==> config.mk <==
export PLATFORM = sky130hd
export DESIGN_NAME = fx2_fifo_scheduler
export DESIGN_NICKNAME = d
export VERILOG_FILES = /design/src/rtl/fx2_fifo_scheduler.sv
export SDC_FILE = /design/constraint.sdc
export NUM_CORES = 1
export LEC_CHECK = 0
export CAP_MARGIN = 20
export CORE_ASPECT_RATIO = 0.8
export CORE_MARGIN = 2
export CORE_UTILIZATION = 51
export DETAILED_ROUTE_END_ITERATION = 10
export GPL_TIMING_DRIVEN = 0
export PLACE_DENSITY = 0.84
export SETUP_SLACK_MARGIN = 0.4
export SYNTH_ARGS = -nofsm -noshare
export SYNTH_HDL_FRONTEND = slang
export SYNTH_SLANG_ARGS = --single-unit
==> constraint.sdc <==
create_clock -name clk0 -period 4.3 [get_ports clk0]
set_input_delay 0.645 -clock clk0 [delete_from_list [all_inputs] [get_ports clk0]]
set_output_delay 0.645 -clock clk0 [all_outputs]
set_load 0.03 [all_outputs]
==> src/rtl/fx2_fifo_scheduler.sv <==
// FX2 slave-FIFO bus sequencer: EP2 OUT reads and EP6 IN writes, round-robin bursts.
// Optional macro FX2_PKTEND_TIMEOUT_EN adds an idle auto-PKTEND timer.
module fx2_fifo_scheduler #(
    parameter int BURST_MAX      = 16,
    parameter int TIMEOUT_CYCLES = 4096
) (
    input  logic       clk0,
    input  logic       reset,
    input  logic       usb_flagb,
    input  logic       usb_flagc,
    input  logic [7:0] usb_data_in,
    output logic [7:0] usb_data_out,
    output logic       usb_data_oe,
    output logic [1:0] usb_addr,
    output logic       usb_slcs,
    output logic       usb_sloe,
    output logic       usb_slrd,
    output logic       usb_slwr,
    output logic       usb_pktend,
    output logic [7:0] rx_data,
    output logic       rx_valid,
    input  logic       rx_ready,
    input  logic [7:0] tx_data,
    input  logic       tx_valid,
    output logic       tx_ready,
    input  logic       tx_flush
);
    typedef enum logic [3:0] {
        IDLE, RD_SEL, RD_STB, RD_CHK,
        WR_SEL, WR_STB, WR_CHK, PKTEND, TURN
    } state_t;

    localparam logic DIR_RD = 1'b0;
    localparam logic DIR_WR = 1'b1;
    localparam logic [7:0] BMAX = 8'(BURST_MAX);

    state_t     state;
    logic       last_grant;
    logic       cur_dir;
    logic [7:0] count;
    logic       flush_pend;
    logic       rd_req, wr_req, pk_req;
    logic       grant_rd, grant_wr;
    logic       burst_ok;
    logic       set_pend;

    assign rd_req   = usb_flagb & ~rx_valid;
    assign wr_req   = usb_flagc & tx_valid;
    assign pk_req   = flush_pend & usb_flagc;
    assign burst_ok = count < BMAX;

    // pk first, then the direction not served last, then the same one
    assign grant_wr = pk_req | (wr_req & ((last_grant == DIR_RD) | ~rd_req));
    assign grant_rd = ~grant_wr & rd_req;

`ifdef FX2_PKTEND_TIMEOUT_EN
    localparam int TW = $clog2(TIMEOUT_CYCLES + 1);
    // expires early so PKTEND lands TIMEOUT_CYCLES after the last write strobe
    localparam logic [TW-1:0] TMO_LAST = TW'(TIMEOUT_CYCLES - 4);

    logic [TW-1:0] tmo_cnt;
    logic          partial;

    always_ff @(posedge clk0) begin
        if (reset) begin
            tmo_cnt <= '0;
            partial <= 1'b0;
        end else if (state == WR_STB) begin
            tmo_cnt <= '0;
            partial <= 1'b1;
        end else if (state == PKTEND) begin
            tmo_cnt <= '0;
            partial <= 1'b0;
        end else if (partial && !flush_pend && tmo_cnt != TMO_LAST) begin
            tmo_cnt <= tmo_cnt + 1'b1;
        end
    end

    assign set_pend = tx_flush |
                      (partial & ~flush_pend & (tmo_cnt == TMO_LAST));
`else
    assign set_pend = tx_flush;
`endif

    always_ff @(posedge clk0) begin
        if (reset) begin
            state        <= IDLE;
            last_grant   <= DIR_WR;
            cur_dir      <= DIR_WR;
            count        <= '0;
            flush_pend   <= 1'b0;
            usb_slcs     <= 1'b0;
            usb_sloe     <= 1'b1;
            usb_slrd     <= 1'b1;
            usb_slwr     <= 1'b1;
            usb_pktend   <= 1'b1;
            usb_data_oe  <= 1'b0;
            usb_addr     <= 2'b00;
            usb_data_out <= 8'h00;
            rx_data      <= 8'h00;
            rx_valid     <= 1'b0;
            tx_ready     <= 1'b0;
        end else begin
            usb_slrd   <= 1'b1;
            usb_slwr   <= 1'b1;
            usb_pktend <= 1'b1;
            tx_ready   <= 1'b0;
            if (rx_valid && rx_ready)
                rx_valid <= 1'b0;
            if (set_pend)
                flush_pend <= 1'b1;
            else if (state == PKTEND)
                flush_pend <= 1'b0;

            unique case (state)
                IDLE: begin
                    if (grant_wr) begin
                        state       <= WR_SEL;
                        cur_dir     <= DIR_WR;
                        usb_addr    <= 2'b10;
                        usb_sloe    <= 1'b1;
                        usb_data_oe <= 1'b1;
                    end else if (grant_rd) begin
                        state       <= RD_SEL;
                        cur_dir     <= DIR_RD;
                        usb_addr    <= 2'b00;
                        usb_sloe    <= 1'b0;
                        usb_data_oe <= 1'b0;
                    end
                end
                RD_SEL: begin
                    state    <= RD_STB;
                    usb_slrd <= 1'b0;
                end
                RD_STB: begin
                    rx_data  <= usb_data_in;
                    rx_valid <= 1'b1;
                    if (count != BMAX)
                        count <= count + 8'd1;
                    state <= RD_CHK;
                end
                RD_CHK: begin
                    if (usb_flagb && rx_ready && burst_ok) begin
                        state    <= RD_STB;
                        usb_slrd <= 1'b0;
                    end else begin
                        state       <= TURN;
                        usb_sloe    <= 1'b1;
                        usb_data_oe <= 1'b0;
                    end
                end
                WR_SEL, WR_CHK: begin
                    if (wr_req && (state == WR_SEL || burst_ok)) begin
                        state        <= WR_STB;
                        usb_slwr     <= 1'b0;
                        usb_data_out <= tx_data;
                        tx_ready     <= 1'b1;
                    end else if (pk_req) begin
                        state      <= PKTEND;
                        usb_pktend <= 1'b0;
                    end else begin
                        state       <= TURN;
                        usb_sloe    <= 1'b1;
                        usb_data_oe <= 1'b0;
                    end
                end
                WR_STB: begin
                    if (count != BMAX)
                        count <= count + 8'd1;
                    state <= WR_CHK;
                end
                PKTEND: begin
                    state       <= TURN;
                    usb_sloe    <= 1'b1;
                    usb_data_oe <= 1'b0;
                end
                TURN: begin
                    count      <= '0;
                    last_grant <= cur_dir;
                    state      <= IDLE;
                end
                default: state <= IDLE;
            endcase
        end
    end
endmodule

* After elaboration in Yosys (flattened, before gate mapping)
Index checks and enable logic that the tools add are counted.
** Word-level totals
- Bits in registers :: 40
- Input port bits :: 23
- Output and inout bits :: 26
- Word-level logic and storage cells :: 91
** Operators by class
- $add $sub $neg :: 1
- $lt $le $gt $ge :: 1
- Eq/ne operators :: 14
- Muxes and demuxes :: 29
- Bitwise operators :: 12
- Reductions and logical operators :: 19
** Operators by type and width (number)
- $pmux 4 s7 :: 1
- $mux 4 :: 5
- $eq 4x3->1 const B :: 4
- $mux 1 :: 16
- $pmux 8 s2 :: 1
- $add 8x1->8 const B :: 1
- $eq 4x2->1 const B :: 2
- $lt 8x5->1 const B :: 1
- $mux 8 :: 1
- $ne 8x5->1 const B :: 1
- $pmux 1 s4 :: 2
- $reduce_bool 2->1 :: 4
- $ne 2x2->1 const B :: 3
- $reduce_and 2->1 :: 3
- $reduce_or 2->1 :: 3
- $and 1x1->1 :: 5
- $not 1->1 :: 5
- $reduce_and 5->1 :: 1
- $eq 4x1->1 const B :: 1
- $eq 4x4->1 const B :: 1
- $logic_and 1x1->1 :: 4
- $logic_not 4->1 :: 1
- $mux 2 :: 2
- $reduce_bool 4->1 :: 1
- 6 further kinds :: 7

* Depth between registers and ports, before layout
Gate-level depths: netlist of the first run.
- Word-level depth :: 11
- Depth in mapped cells :: 7

* Least setup slack after synthesis of the first run
No wires, ideal clock.
- Path type :: input to register
- From :: in tx_valid
- To :: reg state[2]
- Library setup time :: 0.074 ns
- Arrival :: 1.668 ns
- Path slack :: 2.558 ns
- Stages :: 5
- Path buffers :: 0
- Path through :: o21ai_2 -> a311o_1 -> a21o_1 -> or3_4 -> a31oi_4
** On the way
- Cells in the longest elaborated chain, start to end :: 6
- Elaborated cells between the ends (all ways) :: 10
- Classes of those cells :: eq/ne (1); mux (3); bitwise (5); reduce/logical (1)
** Ends and longest elaborated chain
- from (decl) :: RTL line 24 : input logic tx_valid,
- $and 1x1->1 (*) :: RTL line 48 : assign wr_req = usb_flagc & tx_valid;
- $and 1x1->1 :: RTL line 53 : assign grant_wr = pk_req | (wr_req & ((last_grant == DIR_RD) | ~rd_req));
- $or 1x1->1 :: RTL line 53
- $not 1->1 :: RTL line 54 : assign grant_rd = ~grant_wr & rd_req;
- $and 1x1->1 :: RTL line 54
- $ne 3x3->1 (no source line)
- to (signal assigned) :: RTL line 87 : state <= IDLE;
- to (signal assigned) :: RTL line 118 : state <= WR_SEL;
- to (signal assigned) :: RTL line 124 : state <= RD_SEL;
- to (decl) :: RTL line 37 : state_t state;
Every way passes the cells marked *; elsewhere a longest branch is shown, timed or not.
A chain may end at the register's enable or synchronous reset.

* Worst setup path after layout of the first run
- From :: in usb_flagb
- To :: reg state[2]
** On the way
- Cells in the longest elaborated chain, start to end :: 8
- Elaborated cells between the ends (all ways) :: 10
- Classes of those cells :: eq/ne (1); mux (2); bitwise (7)
** Ends and longest elaborated chain
- from (decl) :: RTL line 9 : input logic usb_flagb,
- $and 1x1->1 (*) :: RTL line 47 : assign rd_req = usb_flagb & ~rx_valid;
- $not 1->1 :: RTL line 53
- $or 1x1->1 :: RTL line 53
- $and 1x1->1 :: RTL line 53
- $or 1x1->1 :: RTL line 53
- $not 1->1 :: RTL line 54
- $and 1x1->1 :: RTL line 54
- $ne 3x3->1 (no source line)
Marked as above.

==> flow_metrics.env, run 1 <==
export IMPL_outcome="finished clean"
export IMPL_track_usage_pct=20.3
export IMPL_die_h_um=56.5
export IMPL_initial_core_util_pct=52.3
export IMPL_gp_congestion=0.887
export IMPL_wl_per_cell_um=12.5
export IMPL_drive_gt1_share_pct=10.3
export IMPL_cts_resized=0
export IMPL_tightest_slew_ps=635
export IMPL_ys_seq_area_share_pct=44.5
export IMPL_fin_crit_sh_pct=48.1
export IMPL_layout_nets=277
export IMPL_postRouteAntennaNets=0
export IMPL_clk_pin_slew_worst_paths_ps=70
export IMPL_power_mw=0.866
export IMPL_grt_max_degree=12
export IMPL_grt_pass1_wl_um=6330
export IMPL_core_rowCount=19
export IMPL_first_pass_iters=4
export IMPL_hold_path_depth=2
export IMPL_crit_fanout=4
export IMPL_fin_setup_tns_ps=0
export IMPL_synthCells=198
export IMPL_rsz0062_at_grt="no"
export IMPL_crit_arrival_ps=2290
export IMPL_drt_vias_per_instance=5.08
export IMPL_die_area_um2=3930
export IMPL_cp_cell_sequence="clkdlybuf4s50_1 -> nand2b_1 -> a311o_1 -> a21o_1 -> or3_4 -> a31oi_4"
export IMPL_async_flop_share_pct=0
export IMPL_slowest_stage="clkdlybuf4s50_1"
export IMPL_post_route_drc_count=0
export IMPL_drt_iter0_drc=101
export IMPL_clk_path_buf_depth=2
export IMPL_cts_tree="yes"
export IMPL_post_dp_hpwl_um=2760
export IMPL_critPathMaxStageDelay_ps=530
export IMPL_synth_cell_types=49
export IMPL_fin_hold_ws_ps=455
export IMPL_cts_hold_buf=0
export IMPL_vias=1498
export IMPL_cts_root_buf="clkbuf_8"
export IMPL_ys_warn_count=0
export IMPL_power_leakage_nw=0.932
export IMPL_critPathKind="in2reg"
export IMPL_reg2reg_from="count[4]$_SDFFE_PP0P_"
export IMPL_post_route_min_period_ps=2070
export IMPL_cp_start_kind="primary input"
export IMPL_gr_total_overflow=0
export IMPL_synth_edf_count=0
export IMPL_drt_wl_total_um=3700
export IMPL_reg2regPathDepth=6
export IMPL_clk_latency_ps=280
export IMPL_hold_class="reg2reg"
export IMPL_ir_drop_v=0.000301
export IMPL_utilization_pct=70.2
export IMPL_fmax_ghz=0.483
export IMPL_ios=49
export IMPL_relSlewSlack_pct=57.3
export IMPL_p_per_area_nw_per_um2=368
export IMPL_cts_sinks=39
export IMPL_synth_seq_cells=39
export IMPL_critical_path_required_ps=4520
export IMPL_hp_start="rx_data[1]$_SDFFE_PP0P_"
export IMPL_synth_area_um2=1750
export IMPL_post_cts_buffers=0
export IMPL_die_w_um=69.6
export IMPL_cp_end_kind="flip-flop"
export IMPL_cts_buffers=5
export IMPL_numPortBuffers=46
export IMPL_critPathLaunch="usb_flagb"
export IMPL_n_antenna_cell=0
export IMPL_antenna_found_initial=0
export IMPL_synth_avg_cell_area_um2=8.86
export IMPL_cap_violations=0
export IMPL_grt_pass1_vias=1435
export IMPL_htreeDepth=2
export IMPL_final_hold_violation_count=0
export IMPL_drv_slew=0
export IMPL_skew_ps=2.92
export IMPL_synth_main_ff_cell="dfxtp_1"
export IMPL_syn_to_final_growth_pct=34.1
export IMPL_core_um2=3350
export IMPL_setup_violations=0
## through the flow
step / setup slack (ps) / std cells / instance area (µm²)
final: 2230 / 295 / 2350
after global routing: 2200 / 295 / 2350
after CTS: 2240 / 295 / 2350
after detailed placement: 1940 / 287 / 2270
after global placement: 1950 / 287 / 2270
after floorplan: 2560 / 199 / 1760
## metal layers
layer | global-route usage, % | up-vias | share of wire (%)
met5 | 0 | - | 0
met4 | 4.76 | 0 | 0
met3 | 8.62 | 0 | 7.7
met2 | 30.1 | 56 | 43
met1 | 27.5 | 657 | 49
li1 | - | 785 | -
## cells in the mapped netlist, drive strengths merged (2+ instances only)
master | n | area, µm²
nand2b | 3 | 18.8
or3 | 3 | 28.8
mux2i | 11 | 110
xor2 | 6 | 52.6
a21oi | 17 | 96.4
ha | 2 | 25.0
inv | 4 | 15.0
dfxtp | 39 | 781
a311o | 2 | 21.3
o211ai | 3 | 22.5
nor2b | 4 | 25.0
o21ai | 7 | 38.8
clkbuf | 6 | 33.8
nand3b | 2 | 15.0
nand3 | 7 | 35.0
nor2 | 29 | 111
nand4 | 2 | 12.5
nor3 | 2 | 10.0
buf | 5 | 35.0
nand2 | 26 | 97.6
## cell type report
type	count	area [µm²]
Buffer	12	81.3
Timing Repair Buffer	46	460
Inverter	4	15.0
Clock buffer	7	76.3
Sequential cell	39	781
Tap cell	42	52.6
Fill cell	290	1000
Multi-Input combinational cell	144	881
Clock inverter	1	5.00
## cell usage in the layout (no fill, tap or decap), types with 2 or more instances in the layout
cell type | synthesis | layout
clkdlybuf4s50_1 | 0 | 46
dfxtp_1 | 39 | 39
nor2_1 | 28 | 28
nand2_1 | 26 | 26
a21oi_1 | 14 | 14
mux2i_1 | 11 | 11
nand3_1 | 7 | 7
clkbuf_1 | 4 | 6
clkbuf_8 | 1 | 6
xor2_1 | 6 | 6
o21ai_0 | 5 | 5
inv_1 | 4 | 4
nor2b_1 | 4 | 4
o211ai_1 | 3 | 3
nand2b_1 | 3 | 3
a21oi_2 | 3 | 3
or3_4 | 2 | 2
nor3_1 | 2 | 2
nand3b_1 | 2 | 2
nand4_1 | 2 | 2
ha_1 | 2 | 2
buf_4 | 2 | 2
conb_1 | 1 | 2
## critical path: cells and delay by family
family / cells / cell delay, ps
AO/OA/AOI/OAI: 3 / 610
buffers and inverters: 1 / 530
AND/OR/NAND/NOR: 2 / 500
## path summary, 6_finish.rpt
| kind | endpoint | slack [ps] |
|---|---|---|
| setup / recovery | state[2]$_SDFFE_PP0N_ | 2230 |
| hold / removal | rx_data[1]$_SDFFE_PP0P_ | 460 |
| setup reg to reg | usb_data_oe$_SDFFE_PP0P_ | 2500 |
| hold reg to reg | rx_data[1]$_SDFFE_PP0P_ | 460 |
## state kept, by name, summed over array words and instances, names as in the netlist, 4 cells and up
register	cells
count	8
rx_data	8
usb_data_out	8
state	4
## power breakdown
group	total [mW]	switching, mW	internal (mW)
Combinational	0.231	0.124	0.107
Sequential	0.405	0.0181	0.387
Clock	0.230	0.117	0.114
## cell families after synthesis
logic type	count (synthesis)	synth area share [%]
other	1	0.214
buffers and inverters	16	5.49
and+or+nand+nor	85	23.6
muxes	11	6.28
AOI/OAI and AO/OA	37	15.0
adders and majority gates	2	1.43
xor gates and xnor gates	7	3.50
DFF	39	44.5
Power figures use the tool's default switching activity.
==> run 2, diff against run 1 <==
--- a/config.mk
+++ b/config.mk
@@ -8,10 +8,10 @@
 export CAP_MARGIN = 20
 export CORE_ASPECT_RATIO = 0.8
 export CORE_MARGIN = 2
-export CORE_UTILIZATION = 51
+export CORE_UTILIZATION = 47
 export DETAILED_ROUTE_END_ITERATION = 10
 export GPL_TIMING_DRIVEN = 0
-export PLACE_DENSITY = 0.84
+export PLACE_DENSITY = 0.79
 export SETUP_SLACK_MARGIN = 0.4
 export SYNTH_ARGS = -nofsm -noshare
 export SYNTH_HDL_FRONTEND = slang
==> constraint.sdc (replaced) <==
create_clock -name clk0 -period 2.15 [get_ports clk0]
set_input_delay 0.3225 -clock clk0 [delete_from_list [all_inputs] [get_ports clk0]]
set_output_delay 0.3225 -clock clk0 [all_outputs]
set_load 0.03 [all_outputs]
==> run 2 against run 1 <==
Against the previous run: clock skew increased by 2.2 ps; global-route usage fell by 1.4 points; first-iteration DRC count rose by 2.0%; via count increased by 1.7%; clock power grew 110%; largest power group unchanged.
==> flow_metrics.env, run 2 (synthesis results as in run 1) <==
export IMPL_skew_ps=5.15
export IMPL_fin_setup_tns_ps=0
export IMPL_cts_sinks=39
export IMPL_grt_max_degree=12
export IMPL_post_cts_buffers=0
export IMPL_drive_gt1_share_pct=12.3
export IMPL_critical_path_required_ps=2370
export IMPL_wl_per_cell_um=13.0
export IMPL_fin_hold_ws_ps=460
export IMPL_fin_crit_sh_pct=78.9
export IMPL_cap_violations=0
export IMPL_initial_core_util_pct=50.2
export IMPL_hp_start="rx_data[7]$_SDFFE_PP0P_"
export IMPL_tightest_slew_ps=538
export IMPL_cts_tree="yes"
export IMPL_htreeDepth=2
export IMPL_n_antenna_cell=0
export IMPL_cts_root_buf="clkbuf_8"
export IMPL_post_dp_hpwl_um=2800
export IMPL_post_dp_cell_area_um2=2270
export IMPL_antenna_found_initial=0
export IMPL_final_hold_violation_count=0
export IMPL_vias=1524
export IMPL_drt_iter0_drc=103
export IMPL_layout_nets=277
export IMPL_cts_buffers=5
export IMPL_drv_slew=0
export IMPL_power_leakage_nw=0.973
export IMPL_final_cells=295
export IMPL_clk_latency_ps=290
export IMPL_gr_total_overflow=0
export IMPL_crit_fanout=5
export IMPL_cp_end_kind="flip-flop"
export IMPL_gp_congestion=0.880
export IMPL_final_cell_mix="clkdlybuf4s50_1 (43), dfxtp_1 (38), nor2_1 (28)"
export IMPL_fmax_ghz=0.589
export IMPL_first_pass_iters=4
export IMPL_hold_class="reg2reg"
export IMPL_clk_pin_slew_worst_paths_ps=70
export IMPL_relSlewSlack_pct=64.1
export IMPL_final_cell_area_um2=2390
export IMPL_track_usage_pct=18.9
export IMPL_p_per_area_nw_per_um2=733
export IMPL_layout_commonest_cell="clkdlybuf4s50_1"
export IMPL_worst_r2r_setup_slack_ps=450
export IMPL_critPathKind="reg2reg"
export IMPL_post_route_drc_count=0
export IMPL_numPortBuffers=46
export IMPL_place_inst=287
export IMPL_reg_top3="count x8, rx_data x8, usb_data_out x8"
export IMPL_crit_arrival_ps=1920
export IMPL_outcome="finished clean"
export IMPL_reg2reg_from="state[0]$_SDFFE_PP0N_"
export IMPL_clk_path_buf_depth=2
export IMPL_syn_to_final_growth_pct=36.5
export IMPL_die_h_um=58.6
export IMPL_die_area_um2=4240
export IMPL_reg2regPathDepth=5
export IMPL_crit_end="state[2]$_SDFFE_PP0N_"
export IMPL_core_um2=3490
export IMPL_drt_vias_per_instance=5.17
export IMPL_post_route_min_period_ps=1700
export IMPL_cts_hold_buf=0
export IMPL_nFillCells=305
export IMPL_drt_wl_total_um=3840
export IMPL_core_rowCount=19
export IMPL_grt_pass1_vias=1360
export IMPL_ios=49
export IMPL_utilization_pct=68.5
export IMPL_cp_start_kind="flip-flop"
export IMPL_die_w_um=72.3
export IMPL_postRouteAntennaNets=0
export IMPL_rsz0062_at_grt="no"
export IMPL_regToRegEndpoint="state[2]$_SDFFE_PP0N_"
export IMPL_ir_drop_v=0.000517
export IMPL_critPathLaunch="state[0]$_SDFFE_PP0N_"
export IMPL_setup_violations=0
export IMPL_grt_pass1_wl_um=6250
[run 2: worst max-delay path, cell delays in order, from the launching register on]
cell and delay [ps]:
dfxtp_1 350, nor2b_2 190, a311o_1 310, a21o_1 190, or3_4 440, a31oi_4 160
[run 2: through the flow]
stage	power, mW	worst slack, ps
floorplan	1.13	546
global placement	1.28	121
detailed placement	1.29	111
CTS	1.76	406
global route	1.83	401
finish	1.76	453
[run 2: cell type report]
cell class / count / area, µm² / area share, %
buffer: 12 / 85.1 / 3.55
timing repair buffer: 46 / 468 / 19.5
inverter: 4 / 15.0 / 0.627
sequential: 39 / 782 / 32.7
multi-input combinational: 144 / 911 / 38.0
tap: 42 / 52.6 / 2.19
clock inverter: 1 / 5.00 / 0.209
clock buffer: 7 / 76.3 / 3.19
[run 2: metal layers]
metal  track usage (%)  vias up  wire length [µm]
met4              6.47        0                25
li1                  -      776                 -
met5                 0        -                 0
met1              27.8      673              1930
met3              7.19        4               429
met2              25.0       71              1450
[run 2: where the power goes]
group          internal [mW]  switching, mW  total (mW)
logic                  0.217          0.255       0.472
registers              0.775         0.0356       0.811
clock network          0.228          0.245       0.472
total                   1.22          0.535        1.76
[run 2: worst min path at each step]
stage | endpoint | slack [ps] | cells after the start
3_3_place_gp | rx_data[5]$_SDFFE_PP0P_ | 440 | 2
4_1_cts | rx_data[1]$_SDFFE_PP0P_ | 460 | 2
5_1_grt | rx_data[1]$_SDFFE_PP0P_ | 480 | 2
2_1_floorplan | cur_dir$_SDFFE_PP1P_ | 430 | 2
6_report | rx_data[7]$_SDFFE_PP0P_ | 460 | 2
3_5_place_dp | rx_data[1]$_SDFFE_PP0P_ | 450 | 2
[run 2: what timing repair did]
| item | 4_1_cts | 5_1_grt |
|---|---|---|
| gates resized for setup | 1 | 11 |
| endpoints found under the setup margin | 11 | 16 |
| pin swaps | 0 | 1 |
==> run 3, diff against run 2 <==
==> constraint.sdc (replaced) <==
create_clock -name clk0 -period 1.6 [get_ports clk0]
set_input_delay 0.24 -clock clk0 [delete_from_list [all_inputs] [get_ports clk0]]
set_output_delay 0.24 -clock clk0 [all_outputs]
set_load 0.03 [all_outputs]
==> run 3 against run 2 <==
Against the previous run: the run now ends with negative setup slack left; die area unchanged; fmax increased by 2.6%; count of clock-buffer cells in the layout unchanged; clock skew shrank 0.55 ps; worst setup slack lost 510 ps.
==> flow_metrics.env, run 3 (synthesis results as in run 1) <==
export IMPL_cp_start_kind="flip-flop"
export IMPL_seq_area_um2=808
export IMPL_slowest_stage="or3_4"
export IMPL_grt_max_degree=12
export IMPL_grt_pass1_vias=1717
export IMPL_cp_cell_sequence="buf_6 -> nor2_2 -> a311o_1 -> a21o_1 -> or3_4 -> a31oi_4"
export IMPL_cp_end_kind="flip-flop"
export IMPL_drt_wl_total_um=5320
export IMPL_setup_violations=6
export IMPL_crit_fanout=4
export IMPL_n_antenna_cell=0
export IMPL_p_sw_share_pct=32.5
export IMPL_fmax_ghz=0.605
export IMPL_power_leakage_nw=1.23
export IMPL_worst_r2r_setup_slack_ps=-50
export IMPL_skew_ps=4.60
export IMPL_outcome="finished with violations"
export IMPL_gp_congestion=0.906
export IMPL_violations="negative setup slack"
export IMPL_p_int_mw=1.86
export IMPL_critPathKind="reg2reg"
export IMPL_die_w_um=72.3
export IMPL_initial_core_util_pct=50.2
export IMPL_syn_to_final_growth_pct=67.3
export IMPL_critical_path_required_ps=1820
export IMPL_numPortBuffers=46
export IMPL_postRouteAntennaNets=0
export IMPL_drt_vias_per_instance=5.39
export IMPL_pwr_share_seq_pct=39.8
export IMPL_combPwrFrac_pct=37.4
export IMPL_rsz0062_at_grt="yes"
export IMPL_hold_class="reg2reg"
export IMPL_fin_hold_ws_ps=456
export IMPL_core_um2=3490
export IMPL_clk_path_buf_depth=2
export IMPL_nFillCells=173
export IMPL_drv_slew=0
export IMPL_track_usage_pct=24.3
export IMPL_layout_nets=304
export IMPL_cts_buffers=5
export IMPL_p_per_area_nw_per_um2=940
export IMPL_ios=49
export IMPL_multiInputGateArea_um2=1170
export IMPL_post_route_min_period_ps=1650
export IMPL_setup_ws_ps=-53.8
export IMPL_wl_per_cell_um=16.5
export IMPL_post_dp_hpwl_um=2900
export IMPL_reg_top3="count x8, rx_data x8, usb_data_out x8"
export IMPL_place_ws_ps=-370
export IMPL_cts_sinks=39
export IMPL_cts_root_buf="clkbuf_8"
export IMPL_antenna_found_initial=0
export IMPL_grt_pass1_wl_um=7860
export IMPL_clk_latency_ps=290
export IMPL_final_cell_mix="dfxtp_1 (29), nor2_1 (24), buf_4 (20)"
export IMPL_ir_drop_v=0.000816
export IMPL_clockPowerShare_pct=22.8
export IMPL_final_hold_violation_count=0
export IMPL_drive_gt1_share_pct=48.2
export IMPL_clk_pin_slew_worst_paths_ps=70
export IMPL_cts_tree="yes"
export IMPL_first_pass_iters=4
export IMPL_critPathMaxStageDelay_ps=380
export IMPL_switching_power_mw=0.897
export IMPL_gr_total_overflow=0
export IMPL_die_h_um=58.6
export IMPL_post_route_drc_count=0
export IMPL_die_area_um2=4240
export IMPL_fin_crit_sh_pct=103
export IMPL_vias=1734
export IMPL_htreeDepth=2
export IMPL_layout_commonest_cell="dfxtp_1"
export IMPL_core_rowCount=19
export IMPL_cap_violations=0
export IMPL_crit_arrival_ps=1870
export IMPL_drt_iter0_drc=85
-- run 3: changes by cell type in the layout (fill, tap and decap cells not counted), sizes merged --
cell and delta:
dlygate4sd2 +3, clkdlybuf4s50 -24, clkbuf -2, clkdlybuf4s15 +17, dlymetal6s2s -4, buf +37
-- run 3: final timing paths --
path,to,from,cells after the start
max reg2reg,state[2]$_SDFFE_PP0N_,state[2]$_SDFFE_PP0N_,6
max,state[2]$_SDFFE_PP0N_,state[2]$_SDFFE_PP0N_,6
min,usb_addr[1]$_SDFFE_PP0P_,usb_addr[1]$_SDFFE_PP0P_,2
min reg2reg,usb_addr[1]$_SDFFE_PP0P_,usb_addr[1]$_SDFFE_PP0P_,2
-- run 3: metrics by stage --
step	instances	utilization [%]	TNS [ps]	total power, mW	cell area [µm²]
3_3_place_gp	287	66.5	-5690	1.75	2320
5_1_grt	322	84.0	-907	2.87	2940
4_1_cts	315	80.7	-31.7	2.63	2820
6_report	322	84.0	-148	2.76	2940
3_5_place_dp	287	66.5	-5850	1.76	2320
2_1_floorplan	199	-	0	1.54	1810
-- run 3: routing by layer --
layer  vias to the layer above  GRT usage [%]  wire length (µm)  share of wire [%]
li1                        835              -                 -                  -
met1                       796           31.5              2280                 43
met2                        82           37.7              2400                 45
met3                        21           7.36               392                7.4
met4                         0           10.5               246                4.6
met5                         -              0                 0                  0
-- run 3: power by group through the flow --
stage | sequential, mW | clock [mW] | combinational, mW
CTS | 1.09 | 0.646 | 0.892
floorplan | 1.19 | 0 | 0.356
detailed placement | 1.12 | 0 | 0.644
global route | 1.10 | 0.688 | 1.08
finish | 1.10 | 0.630 | 1.03
global placement | 1.11 | 0 | 0.636
-- run 3: area by class of cell --
class	instances	area share, %
Sequential cell	39	27.5
Buffer	12	4.26
Clock buffer	7	2.60
Inverter	4	0.512
Tap cell	42	1.79
Timing Repair Buffer	73	23.3
Clock inverter	1	0.171
Multi-Input combinational cell	144	39.9
-- run 3: worst max-delay path, delay by kind of cell (launching register included) --
family                 cells  cell delay, ps
AOI/OAI and AO/OA          3             720
and+or+nand+nor            2             410
DFF                        1             360
buffers and inverters      1             100
-- run 3: what timing repair did --
item                                    4_1_cts  5_1_grt
setup buffers                                19        7
gates cloned                                  1        0
gates resized for setup                     139       46
hold buffers                                  0        0
hold endpoints to repair                      0        0
pin swaps                                    26       21
endpoints found under the setup margin       63       45
